==> config.mk <==
export PLATFORM = sky130hd
export DESIGN_NAME = cfu_rr_arbiter
export DESIGN_NICKNAME = d
export VERILOG_FILES = /design/src/rtl/cfu_rr_arbiter.sv
export SDC_FILE = /design/constraint.sdc
export NUM_CORES = 1
export LEC_CHECK = 0
export BUFFER_PORTS_ARGS = -buffer_cell sky130_fd_sc_hd__buf_2
export CORE_AREA = 10 10 357 359
export CTS_CLUSTER_DIAMETER = 100
export DETAILED_ROUTE_END_ITERATION = 10
export DIE_AREA = 0 0 367 369
export PLACE_DENSITY = 0.3
export SYNTH_ARGS = -nofsm -noshare
export SYNTH_HDL_FRONTEND = slang
export SYNTH_SLANG_ARGS = --single-unit
==> constraint.sdc <==
create_clock -name clock -period 7.01 [get_ports clock]
set_clock_uncertainty 0.1 [all_clocks]
set_input_delay 0.701 -clock clock [delete_from_list [all_inputs] [get_ports clock]]
set_output_delay 0.701 -clock clock [all_outputs]
set_load 0.005 [all_outputs]
==> src/rtl/cfu_rr_arbiter.sv <==
// Round-robin arbiter that shares one CFU among N_REQ requesters, with per-requester in-flight caps.
// Define CFU_ARB_RESP_REG_EN to add a one-entry response register on the return path.
module cfu_rr_arbiter #(
  parameter int N_REQ              = 4,
  parameter int CFU_INTERFACE_ID_W = 16,
  parameter int CFU_FUNCTION_ID_W  = 16,
  parameter int CFU_REORDER_ID_W   = 8,
  parameter int CFU_REQ_RESP_ID_W  = 6,
  parameter int CFU_REQ_INPUTS     = 2,
  parameter int CFU_REQ_DATA_W     = 32,
  parameter int CFU_RESP_OUTPUTS   = 1,
  parameter int CFU_RESP_DATA_W    = CFU_REQ_DATA_W,
  parameter int CFU_ERROR_ID_W     = CFU_RESP_DATA_W,
  parameter int MAX_OUTSTANDING    = 4,
  localparam int SEL_W             = $clog2(N_REQ),
  localparam int DID_W             = SEL_W + CFU_REQ_RESP_ID_W,
  localparam int RQ_W              = CFU_REQ_INPUTS * CFU_REQ_DATA_W,
  localparam int RS_W              = CFU_RESP_OUTPUTS * CFU_RESP_DATA_W
) (
  input  logic                                   clock,
  input  logic                                   reset,
  input  logic                                   clock_en,
  input  logic [N_REQ-1:0]                       up_req_valid,
  output logic [N_REQ-1:0]                       up_req_ready,
  input  logic [N_REQ*CFU_INTERFACE_ID_W-1:0]    up_req_interface_id,
  input  logic [N_REQ*CFU_FUNCTION_ID_W-1:0]     up_req_function_id,
  input  logic [N_REQ*CFU_REORDER_ID_W-1:0]      up_req_reorder_id,
  input  logic [N_REQ*CFU_REQ_RESP_ID_W-1:0]     up_req_id,
  input  logic [N_REQ*RQ_W-1:0]                  up_req_data,
  output logic [N_REQ-1:0]                       up_resp_valid,
  input  logic [N_REQ-1:0]                       up_resp_ready,
  output logic [N_REQ*CFU_REQ_RESP_ID_W-1:0]     up_resp_id,
  output logic [N_REQ*RS_W-1:0]                  up_resp_data,
  output logic [N_REQ-1:0]                       up_resp_ok,
  output logic [N_REQ*CFU_ERROR_ID_W-1:0]        up_resp_error_id,
  output logic                                   cfu_req_valid,
  input  logic                                   cfu_req_ready,
  output logic [CFU_INTERFACE_ID_W-1:0]          cfu_req_interface_id,
  output logic [CFU_FUNCTION_ID_W-1:0]           cfu_req_function_id,
  output logic [CFU_REORDER_ID_W-1:0]            cfu_req_reorder_id,
  output logic [DID_W-1:0]                       cfu_req_id,
  output logic [RQ_W-1:0]                        cfu_req_data,
  input  logic                                   cfu_resp_valid,
  output logic                                   cfu_resp_ready,
  input  logic [DID_W-1:0]                       cfu_resp_id,
  input  logic [RS_W-1:0]                        cfu_resp_data,
  input  logic                                   cfu_resp_ok,
  input  logic [CFU_ERROR_ID_W-1:0]              cfu_resp_error_id,
  output logic                                   err_resp
);

  localparam int CNT_W = 4;
  localparam logic [CNT_W-1:0] MAX_CNT = CNT_W'(MAX_OUTSTANDING);
  localparam logic [SEL_W-1:0] LAST_G  = SEL_W'(N_REQ - 1);

  logic [SEL_W-1:0] r_rr_ptr;
  logic             r_lock;
  logic [SEL_W-1:0] r_locked_g;
  logic [CNT_W-1:0] r_out [N_REQ];
  logic             r_err;

  logic [N_REQ-1:0] w_elig;
  logic             w_found;
  logic [SEL_W-1:0] w_scan_g;
  logic [SEL_W-1:0] w_g;
  logic             w_any;
  logic [SEL_W-1:0] w_g_next;
  logic             w_req_hs;
  logic [N_REQ-1:0] w_inc;
  logic [N_REQ-1:0] w_dec;
  logic             w_dec_valid;
  logic [SEL_W-1:0] w_dec_dst;
  logic             w_err_set;

  logic [SEL_W-1:0]             w_dst;
  logic [CFU_REQ_RESP_ID_W-1:0] w_rid;
  logic                         w_dst_ok;
  logic [CNT_W-1:0]             w_dst_cnt;
  logic                         w_bad;
  logic                         w_cfu_resp_hs;

  // Eligibility: valid request and room under the in-flight cap
  always_comb begin
    w_elig = '0;
    for (int i = 0; i < N_REQ; i++) begin
      w_elig[i] = up_req_valid[i] && (r_out[i] < MAX_CNT);
    end
  end

  // Round-robin scan from the pointer; a stalled grant stays locked until accepted
  always_comb begin
    w_found  = 1'b0;
    w_scan_g = r_rr_ptr;
    for (int k = 0; k < N_REQ; k++) begin
      if (!w_found && w_elig[(int'(r_rr_ptr) + k) % N_REQ]) begin
        w_found  = 1'b1;
        w_scan_g = SEL_W'((int'(r_rr_ptr) + k) % N_REQ);
      end
    end
    if (r_lock) begin
      w_g   = r_locked_g;
      w_any = 1'b1;
    end else begin
      w_g   = w_scan_g;
      w_any = w_found;
    end
    if (w_g == LAST_G) begin
      w_g_next = '0;
    end else begin
      w_g_next = w_g + SEL_W'(1);
    end
  end

  assign cfu_req_valid        = clock_en && w_any;
  assign w_req_hs             = cfu_req_valid && cfu_req_ready;
  assign cfu_req_interface_id = up_req_interface_id[w_g*CFU_INTERFACE_ID_W +: CFU_INTERFACE_ID_W];
  assign cfu_req_function_id  = up_req_function_id[w_g*CFU_FUNCTION_ID_W +: CFU_FUNCTION_ID_W];
  assign cfu_req_reorder_id   = up_req_reorder_id[w_g*CFU_REORDER_ID_W +: CFU_REORDER_ID_W];
  assign cfu_req_id           = {w_g, up_req_id[w_g*CFU_REQ_RESP_ID_W +: CFU_REQ_RESP_ID_W]};
  assign cfu_req_data         = up_req_data[w_g*RQ_W +: RQ_W];

  // Upstream request ready: only the granted slot sees the downstream accept
  always_comb begin
    up_req_ready = '0;
    for (int i = 0; i < N_REQ; i++) begin
      up_req_ready[i] = w_req_hs && (w_g == SEL_W'(i));
    end
  end

  assign w_dst = cfu_resp_id[DID_W-1 -: SEL_W];
  assign w_rid = cfu_resp_id[CFU_REQ_RESP_ID_W-1:0];

  // Decode the response tag; out-of-range tags are caught without indexing past the array
  always_comb begin
    w_dst_ok  = 1'b0;
    w_dst_cnt = '0;
    for (int i = 0; i < N_REQ; i++) begin
      if (w_dst == SEL_W'(i)) begin
        w_dst_ok  = 1'b1;
        w_dst_cnt = r_out[i];
      end
    end
  end

  assign w_bad         = !w_dst_ok || (w_dst_cnt == '0);
  assign w_cfu_resp_hs = clock_en && cfu_resp_valid && cfu_resp_ready;
  assign w_err_set     = w_cfu_resp_hs && w_bad;

`ifdef CFU_ARB_RESP_REG_EN
  logic                         r_full;
  logic [SEL_W-1:0]             r_rdst;
  logic [CFU_REQ_RESP_ID_W-1:0] r_rid;
  logic [RS_W-1:0]              r_rdata;
  logic                         r_rok;
  logic [CFU_ERROR_ID_W-1:0]    r_rerr;
  logic                         w_held_rdy;
  logic                         w_drain;

  // Upstream ready of whichever requester the held response belongs to
  always_comb begin
    w_held_rdy = 1'b0;
    for (int i = 0; i < N_REQ; i++) begin
      if (r_rdst == SEL_W'(i)) begin
        w_held_rdy = up_resp_ready[i];
      end
    end
  end

  assign w_drain        = clock_en && r_full && w_held_rdy;
  assign cfu_resp_ready = clock_en && cfu_resp_valid && (!r_full || w_held_rdy);
  assign w_dec_valid    = w_drain;
  assign w_dec_dst      = r_rdst;

  // Response holding register: refills in the same cycle it drains
  always_ff @(posedge clock) begin
    if (reset) begin
      r_full  <= 1'b0;
      r_rdst  <= '0;
      r_rid   <= '0;
      r_rdata <= '0;
      r_rok   <= 1'b0;
      r_rerr  <= '0;
    end else if (w_cfu_resp_hs && !w_bad) begin
      r_full  <= 1'b1;
      r_rdst  <= w_dst;
      r_rid   <= w_rid;
      r_rdata <= cfu_resp_data;
      r_rok   <= cfu_resp_ok;
      r_rerr  <= cfu_resp_error_id;
    end else if (w_drain) begin
      r_full  <= 1'b0;
    end else begin
      r_full  <= r_full;
    end
  end

  // Upstream response fan-out from the register
  always_comb begin
    up_resp_valid = '0;
    for (int i = 0; i < N_REQ; i++) begin
      up_resp_valid[i] = clock_en && r_full && (r_rdst == SEL_W'(i));
      up_resp_id[i*CFU_REQ_RESP_ID_W +: CFU_REQ_RESP_ID_W] = r_rid;
      up_resp_data[i*RS_W +: RS_W]                         = r_rdata;
      up_resp_ok[i]                                        = r_rok;
      up_resp_error_id[i*CFU_ERROR_ID_W +: CFU_ERROR_ID_W] = r_rerr;
    end
  end
`else
  logic w_up_rdy_dst;

  // Upstream ready of the addressed requester
  always_comb begin
    w_up_rdy_dst = 1'b0;
    for (int i = 0; i < N_REQ; i++) begin
      if (w_dst == SEL_W'(i)) begin
        w_up_rdy_dst = up_resp_ready[i];
      end
    end
  end

  // Unroutable responses are swallowed so the CFU never wedges on them
  assign cfu_resp_ready = clock_en && (w_bad ? cfu_resp_valid : w_up_rdy_dst);
  assign w_dec_valid    = w_cfu_resp_hs && !w_bad;
  assign w_dec_dst      = w_dst;

  // Combinational response fan-out; payload is broadcast, valid is steered
  always_comb begin
    up_resp_valid = '0;
    for (int i = 0; i < N_REQ; i++) begin
      up_resp_valid[i] = clock_en && cfu_resp_valid && !w_bad && (w_dst == SEL_W'(i));
      up_resp_id[i*CFU_REQ_RESP_ID_W +: CFU_REQ_RESP_ID_W] = w_rid;
      up_resp_data[i*RS_W +: RS_W]                         = cfu_resp_data;
      up_resp_ok[i]                                        = cfu_resp_ok;
      up_resp_error_id[i*CFU_ERROR_ID_W +: CFU_ERROR_ID_W] = cfu_resp_error_id;
    end
  end
`endif

  // Per-requester increment/decrement strobes
  always_comb begin
    w_inc = '0;
    w_dec = '0;
    for (int i = 0; i < N_REQ; i++) begin
      w_inc[i] = w_req_hs && (w_g == SEL_W'(i));
      w_dec[i] = w_dec_valid && (w_dec_dst == SEL_W'(i));
    end
  end

  // Outstanding counters; simultaneous issue and retire cancel out
  always_ff @(posedge clock) begin
    for (int i = 0; i < N_REQ; i++) begin
      if (reset) begin
        r_out[i] <= '0;
      end else if (w_inc[i] && !w_dec[i]) begin
        r_out[i] <= r_out[i] + CNT_W'(1);
      end else if (w_dec[i] && !w_inc[i]) begin
        r_out[i] <= r_out[i] - CNT_W'(1);
      end else begin
        r_out[i] <= r_out[i];
      end
    end
  end

  // Round-robin pointer and stall lock
  always_ff @(posedge clock) begin
    if (reset) begin
      r_rr_ptr   <= '0;
      r_lock     <= 1'b0;
      r_locked_g <= '0;
    end else if (w_req_hs) begin
      r_rr_ptr   <= w_g_next;
      r_lock     <= 1'b0;
    end else if (cfu_req_valid) begin
      r_lock     <= 1'b1;
      r_locked_g <= w_g;
    end else begin
      r_lock     <= r_lock;
    end
  end

  // Sticky flag for responses that could not be routed
  always_ff @(posedge clock) begin
    if (reset) begin
      r_err <= 1'b0;
    end else if (w_err_set) begin
      r_err <= 1'b1;
    end else begin
      r_err <= r_err;
    end
  end

  assign err_resp = r_err;

endmodule

==> results of run 1 <==
[metal layers]
| layer | routed length [um] | part of all wire, % |
|---|---|---|
| met3 | 9662 | 16 |
| met4 | 833 | 1.4 |
| met5 | 182 | 0.30 |
| met2 | 25610 | 42 |
| met1 | 24840 | 41 |
[registers in the layout (all words and copies together), names as in the netlist]
name / cells
err_resp: 1
r_lock: 1
r_locked_g: 2
r_out: 16
r_rr_ptr: 2
[layout make-up]
type | count | area share, %
Antenna cell | 1 | 0.02528
Clock buffer | 3 | 0.7584
Clock inverter | 1 | 0.3034
Inverter | 22 | 0.9101
Multi-Input combinational cell | 732 | 40.99
Sequential cell | 22 | 6.068
Tap cell | 1612 | 20.38
Timing Repair Buffer | 592 | 30.57
[placed cells by master (no fill, tap or decap), drive strengths merged, types with 4 or more instances in the layout]
cell      n
dfxtp     6
edfxtp   16
o21bai    4
nor2     29
ha       20
nand2   352
nor4      8
inv      22
nor2b     8
nor3b     5
nand3     5
nor3      6
a221oi    4
o21ai    12
buf     592
nand2b    7
a32oi   112
a21oi   120
[through the flow]
| step | hold slack [ps] | worst slack [ps] | total power [W] |
|---|---|---|---|
| floorplan | 360.5 | 3276 | 0.0008849 |
| global placement | 362.2 | 2284 | 0.001424 |
| detailed placement | 373.4 | 2301 | 0.001411 |
| CTS | 390.1 | 2277 | 0.001590 |
| global route | 448.0 | 2005 | 0.001702 |
| finish | 379.7 | 2289 | 0.001541 |
[logic make-up (layout without fill, tap and decap cells)]
| group | after synthesis | after routing | synth area share, % |
|---|---|---|---|
| AOI/OAI and AO/OA | 269 | 269 | 25.39 |
| xor gates and xnor gates | 3 | 3 | 0.3604 |
| adders and majority gates | 21 | 21 | 3.706 |
| buffers and inverters | 388 | 618 | 36.29 |
| DFF | 22 | 22 | 8.236 |
| muxes | 7 | 7 | 1.510 |
| other | 0 | 1 | 0 |
| and+or+nand+nor | 432 | 432 | 24.50 |
[worst max path at each step]
stage               depth (start not counted)  slack, ps                   endpoint                   from
global route                                9       2000            cfu_req_data[0]  r_out[0][6]$_DFFE_PP_
detailed placement                         13       2300      r_out[0][3]$_DFFE_PP_        up_req_valid[2]
floorplan                                  18       3280  r_out[1][3]$_SDFFCE_PN0P_        up_req_valid[3]
CTS                                         9       2280     cfu_req_function_id[9]  r_out[1][6]$_DFFE_PP_
finish                                      9       2290           cfu_req_data[36]  r_out[1][6]$_DFFE_PP_
global placement                           16       2280  r_out[1][3]$_SDFFCE_PN0P_        up_req_valid[3]
[tightest hold or removal path, stage by stage, from the launching register on]
cell     delay, ps
dfxtp_1        330
a31oi_1         50
nor2_1          70
[cell usage after synthesis (16+ instances only)]
library cell | number | share of area (%)
buf_4 | 298 | 31
buf_2 | 26 | 1.8
nor2_1 | 29 | 1.5
ha_1 | 20 | 3.4
clkbuf_1 | 32 | 1.6
nand2_1 | 352 | 18
inv_1 | 20 | 1.0
a32oi_1 | 111 | 13
edfxtp_1 | 16 | 6.6
a21oi_1 | 120 | 8.2
[power by group through the flow]
stage / clock, W / combinational (W) / sequential, W
floorplan: 0 / 0.000724 / 0.000161
global placement: 0 / 0.00125 / 0.000171
detailed placement: 0 / 0.00124 / 0.000171
CTS: 0.000176 / 0.00125 / 0.000168
global route: 0.000182 / 0.00135 / 0.000170
finish: 0.000171 / 0.00120 / 0.000168
==> metrics.csv, run 1 <==
stage;metric;value;unit
status;status;finished clean;
floorplanning;die_area;135400;um^2
worst_setup_path;critPathTopFamily;compound AO/OA/AOI/OAI gates;
timing;finalMaxSlewViolations;0;
cts;clkTransAtPathRegs;70;ps
placement;gp_congestion;0.8936;
power_and_ir_drop;power_density;155.7;nW/um^2
timing;period_share;67.35;%
global_routing;grt-busiest-layer;met2;
drt;drtIter0Drc;483;
finish;syn_to_final_growth;35.74;%
synth;async_flop_share;0;%
worst_setup_path;crit_path_end_kind;output port;
drt;dr.pass1.iters;5;
synth;synth-seq-cells;22;
placement;place.detailed.hpwl;53.98;mm
cts;h-tree-depth;1;
drt;post_drt_wl_per_cell;20.48;um
global_routing;grt_util_all_layers;8.307;%
finish;fin_area;9898;um^2
min_path;min_from;err_resp$_SDFFE_PP0P_;
drt;viasPerCell;3.011;
synth;synth_edf_count;16;
cts;cts.sinks;22;
power_and_ir_drop;p_leak;4.212;nW
finish;finalNonFillerCells;2985;
cts;clkLatencyLatePin;270;ps
synth;syn-num-nets;1689;
global_routing;grt_pass1_vias;9409;
placement;place_area;9791;um^2
power_and_ir_drop;p_sw;0.0008348;W
finish;seq_area;600.6;um^2
worst_setup_path;regToRegStartpoint;r_out[0][2]$_DFFE_PP_;
run;maxCapViolCount;0;
worst_setup_path;cp.required;6210;ps
placement;placed_cells;2980;
cts;cts_resized;0;
synth;seq_area_frac_synth;8.236;%
timing;finalHoldViolations;0;
power_and_ir_drop;power_switching_share;54.17;%
cts;cts_root_buf;clkbuf_16;
power_and_ir_drop;p_int;0.0007063;W
power_and_ir_drop;clock_power_share;11.1;%
min_path;min_path_cells;2;
worst_setup_path;r2r_slack;2710;ps
finish;multi_input_area;4058;um^2
timing;setup_viol;0;
cts;cts_setup_buffers;0;
global_routing;grt.overflow.total;0;
global_routing;antenna_found_initial;22;
cts;postCtsHoldBufs;0;
power_and_ir_drop;seqPwrFrac;10.9;%
timing;slew_headroom;36.49;%
placement;port_buffers;577;
floorplanning;dieHeight;369;um
synth;ys_warn_count;0;
drt;drc;0;
global_routing;gr-usage-met2;12.31;%
global_routing;grt_max_degree;118;
synth;synthCells;1142;
timing;worst_pin_slew;952.7;ps
worst_setup_path;start_kind;register;
global_routing;use_met3;5.599;%
synth;avgSynthCellArea;6.385;um^2
synth;ys_types;58;
cts;cts_tree;done;
power_and_ir_drop;combPwrFrac;78.0;%
floorplanning;io_pins;933;
cts;numCtsBuffers;3;
floorplanning;coreArea;119800;um^2
floorplanning;rows;127;
worst_setup_path;cp_slowest_cell;edfxtp_1;
finish;fill_cells;14440;
worst_setup_path;crit_path_cell_trace;nor3b_4 -> o21ai_1 -> a32o_1 -> o31a_2 -> inv_8 -> buf_4 -> nand2_1 -> a32oi_1 -> buf_2;
worst_setup_path;cp_max_fo;107;
global_routing;grt_pass1_wl;80.88;mm
drt;vias;8989;
worst_setup_path;crit_type;reg2out;
finish;num-nets-final;1920;
timing;fmax;211.8;MHz
timing;rsz0062_at_grt;false;
worst_setup_path;r2r_cells;12;
finish;drive_gt1_share;44.31;%
floorplanning;die_w;367;um
timing;period_minus_slack;4721;ps
global_routing;grtUsageMet1;10.05;%
synth;synth_area;7292;um^2
drt;wl;61.13;mm
synth;ys.flop_type;edfxtp_1;
worst_setup_path;crit_arrival;3920;ps
floorplanning;start_util;6.086;%
timing;tns;0;ps
drt;ant_nets;0;
worst_setup_path;crit_buf_inv;3;
min_path;min_to;err_resp$_SDFFE_PP0P_;
worst_setup_path;crit_path_max_incr_delay;540;ps
power_and_ir_drop;peakVddDrop;0.08337;mV
finish;postLayoutCoreUtil;8.261;%
cts;cts_buffer_depth;2;
worst_setup_path;r2r_end;r_out[0][3]$_DFFE_PP_;
min_path;hold_path_class;reg2reg;
Note: power is estimated with default switching activity, not from simulation.
==> run 2: changes to the inputs <==
Settings changed: CORE_AREA 10 10 357 359 to 10 10 358 360, DIE_AREA 0 0 367 369 to 0 0 368 370.
Clock period 7.01 ns to 3.8 ns, I/O delays scaled along.
==> run 2 against run 1 <==
Against the previous run: via count decreased by 1.0%; register-to-register slack got worse by 2400 ps; largest power group unchanged; final cell count increased by 1.6%; worst hold slack got worse by 100 ps; first-iteration DRC count decreased by 7.2%; sequential cell count unchanged.
==> metrics.csv, run 2 (same netlist as run 1, synthesis figures left out) <==
stage;metric;value;unit
status;status;finished clean;
worst_setup_path;cp_slowest_cell;edfxtp_1;
timing;worst_pin_slew;791.5;ps
drt;vias;8898;
global_routing;gr-usage-met2;10.51;%
timing;finalHoldViolations;0;
worst_setup_path;crit_path_end_kind;output port;
min_path;hold_path_class;in2reg;
finish;final_common_cell;buf_2;
floorplanning;coreArea;121100;um^2
worst_setup_path;crit_arrival;3190;ps
global_routing;grtUsageMet1;8.307;%
timing;slew_headroom;47.24;%
floorplanning;dieHeight;370;um
finish;postLayoutCoreUtil;8.554;%
worst_setup_path;cp_max_fo;71;
cts;cts_tree;done;
cts;clkLatencyLatePin;270;ps
power_and_ir_drop;clock_power_share;10.6;%
global_routing;grt_util_all_layers;7.140;%
global_routing;use_met3;5.330;%
placement;port_buffers;577;
drt;viasPerCell;2.934;
floorplanning;start_util;6.023;%
cts;postCtsHoldBufs;0;
worst_setup_path;start_kind;register;
cts;cts_root_buf;clkbuf_16;
drt;dr.pass1.iters;5;
timing;period_minus_slack;3669;ps
worst_setup_path;crit_path_max_incr_delay;510;ps
power_and_ir_drop;power;0.002958;W
cts;h-tree-depth;1;
cts;numCtsBuffers;3;
cts;cts_buffer_depth;2;
power_and_ir_drop;power_switching_share;51.51;%
global_routing;grt_pass1_wl;71.21;mm
power_and_ir_drop;p_leak;4.441;nW
worst_setup_path;cp_common_cell;buf_4;
power_and_ir_drop;peakVddDrop;0.1700;mV
global_routing;grt.overflow.total;0;
drt;ant_nets;0;
cts;clkTransAtPathRegs;70;ps
power_and_ir_drop;combPwrFrac;79.1;%
drt;drtIter0Drc;448;
worst_setup_path;cp.required;3320;ps
drt;wl;53.95;mm
global_routing;grt_max_degree;93;
global_routing;grt-busiest-layer;met2;
worst_setup_path;crit_type;reg2out;
floorplanning;io_pins;933;
timing;fmax;272.6;MHz
cts;cts.sinks;22;
global_routing;antenna_found_initial;13;
finish;drive_gt1_share;45.91;%
placement;dpl_worst_slack;172.4;ps
timing;period_share;96.54;%
floorplanning;rows;128;
placement;place.detailed.hpwl;47.38;mm
timing;finalMaxSlewViolations;0;
timing;rsz0062_at_grt;true;
placement;gp_congestion;0.7609;
timing;fin_ws;131.4;ps
finish;regMostFlops;r_out;
finish;num-nets-final;1953;
finish;syn_to_final_growth;42.04;%
finish;top_regs;r_out: 16 flops, r_locked_g: 2 flops, r_rr_ptr: 2 flops;
worst_setup_path;crit_path_cell_trace;or3b_1 -> nor2_1 -> o21ai_1 -> a32oi_4 -> buf_4 -> buf_16 -> buf_4 -> a21oi_1 -> a32oi_1 -> buf_2;
finish;mostFrequentLayoutCells;buf_2 (575), nand2_1 (352), a21oi_1 (120);
floorplanning;die_area;136200;um^2
power_and_ir_drop;p_int;0.001435;W
drt;post_drt_wl_per_cell;17.79;um
power_and_ir_drop;power_density;285.6;nW/um^2
floorplanning;die_w;368;um
finish;largest_reg_flops;16;
global_routing;grt_pass1_vias;9112;
timing;setup_viol;0;
drt;drc;0;
power_and_ir_drop;seqPwrFrac;10.3;%
power_and_ir_drop;p_sw;0.001524;W
run;maxCapViolCount;0;
## run 2: final cells by class
cell class / instances / area, um^2
diodes: 3 / 7.507
clock buffers: 3 / 75.07
clock inverters: 1 / 30.03
fillers: 14420 / 110700
inverters: 22 / 90.09
multi-input cells: 732 / 4109
flip-flops and latches: 22 / 600.6
well taps: 1625 / 2033
repair buffers: 625 / 3412
## run 2: critical path, delay by kind of cell (launching register included)
family	cells	cell delay, ps
flip-flops	1	510
AO/OA/AOI/OAI	4	740
buffers and inverters	4	940
AND/OR/NAND/NOR	2	600
## run 2: power groups by stage
| stage | Sequential [W] | Clock (W) | Combinational, W |
|---|---|---|---|
| finish | 0.000304 | 0.000314 | 0.00234 |
| global route | 0.000308 | 0.000335 | 0.00262 |
| CTS | 0.000304 | 0.000327 | 0.00235 |
| detailed placement | 0.000308 | 0 | 0.00233 |
| global placement | 0.000309 | 0 | 0.00236 |
| floorplan | 0.000297 | 0 | 0.00133 |
## run 2: through the flow
step           hold WS, ps  instances  instance area, um^2  setup TNS (ps)
2_1_floorplan        360.5       1142                 7292               0
3_3_place_gp         360.4       3019                10080               0
3_5_place_dp         358.2       3019                10080               0
4_1_cts              270.7       3023                10230               0
5_1_grt              322.8       3030                10350          -109.2
6_report             278.1       3033                10360               0
## run 2: timing repair
| item | CTS | global route |
|---|---|---|
| resized for setup | 7 | 11 |
| gates cloned | 0 | 1 |
| endpoints found under the setup margin | 3 | 32 |
| pin swaps | 1 | 3 |
| buffers inserted | 0 | 6 |
| hold endpoints to repair | 0 | 0 |
## run 2: layer usage
layer  vias to the layer above  share of wire (%)
met4                        12                1.3
li1                       4181                  -
met2                       649                 42
met1                      4019                 39
met3                        37                 17
met5                         -               0.39
## run 2: worst paths after layout
check                        start                         to  slack, ps  cells after the start
max          r_out[0][2]$_DFFE_PP_     cfu_req_function_id[6]        130                     10
min                 cfu_resp_valid      err_resp$_SDFFE_PP0P_        280                      3
max reg2reg  r_out[0][2]$_DFFE_PP_  r_out[1][3]$_SDFFCE_PN0P_        350                     15
min reg2reg  err_resp$_SDFFE_PP0P_      err_resp$_SDFFE_PP0P_        380                      2
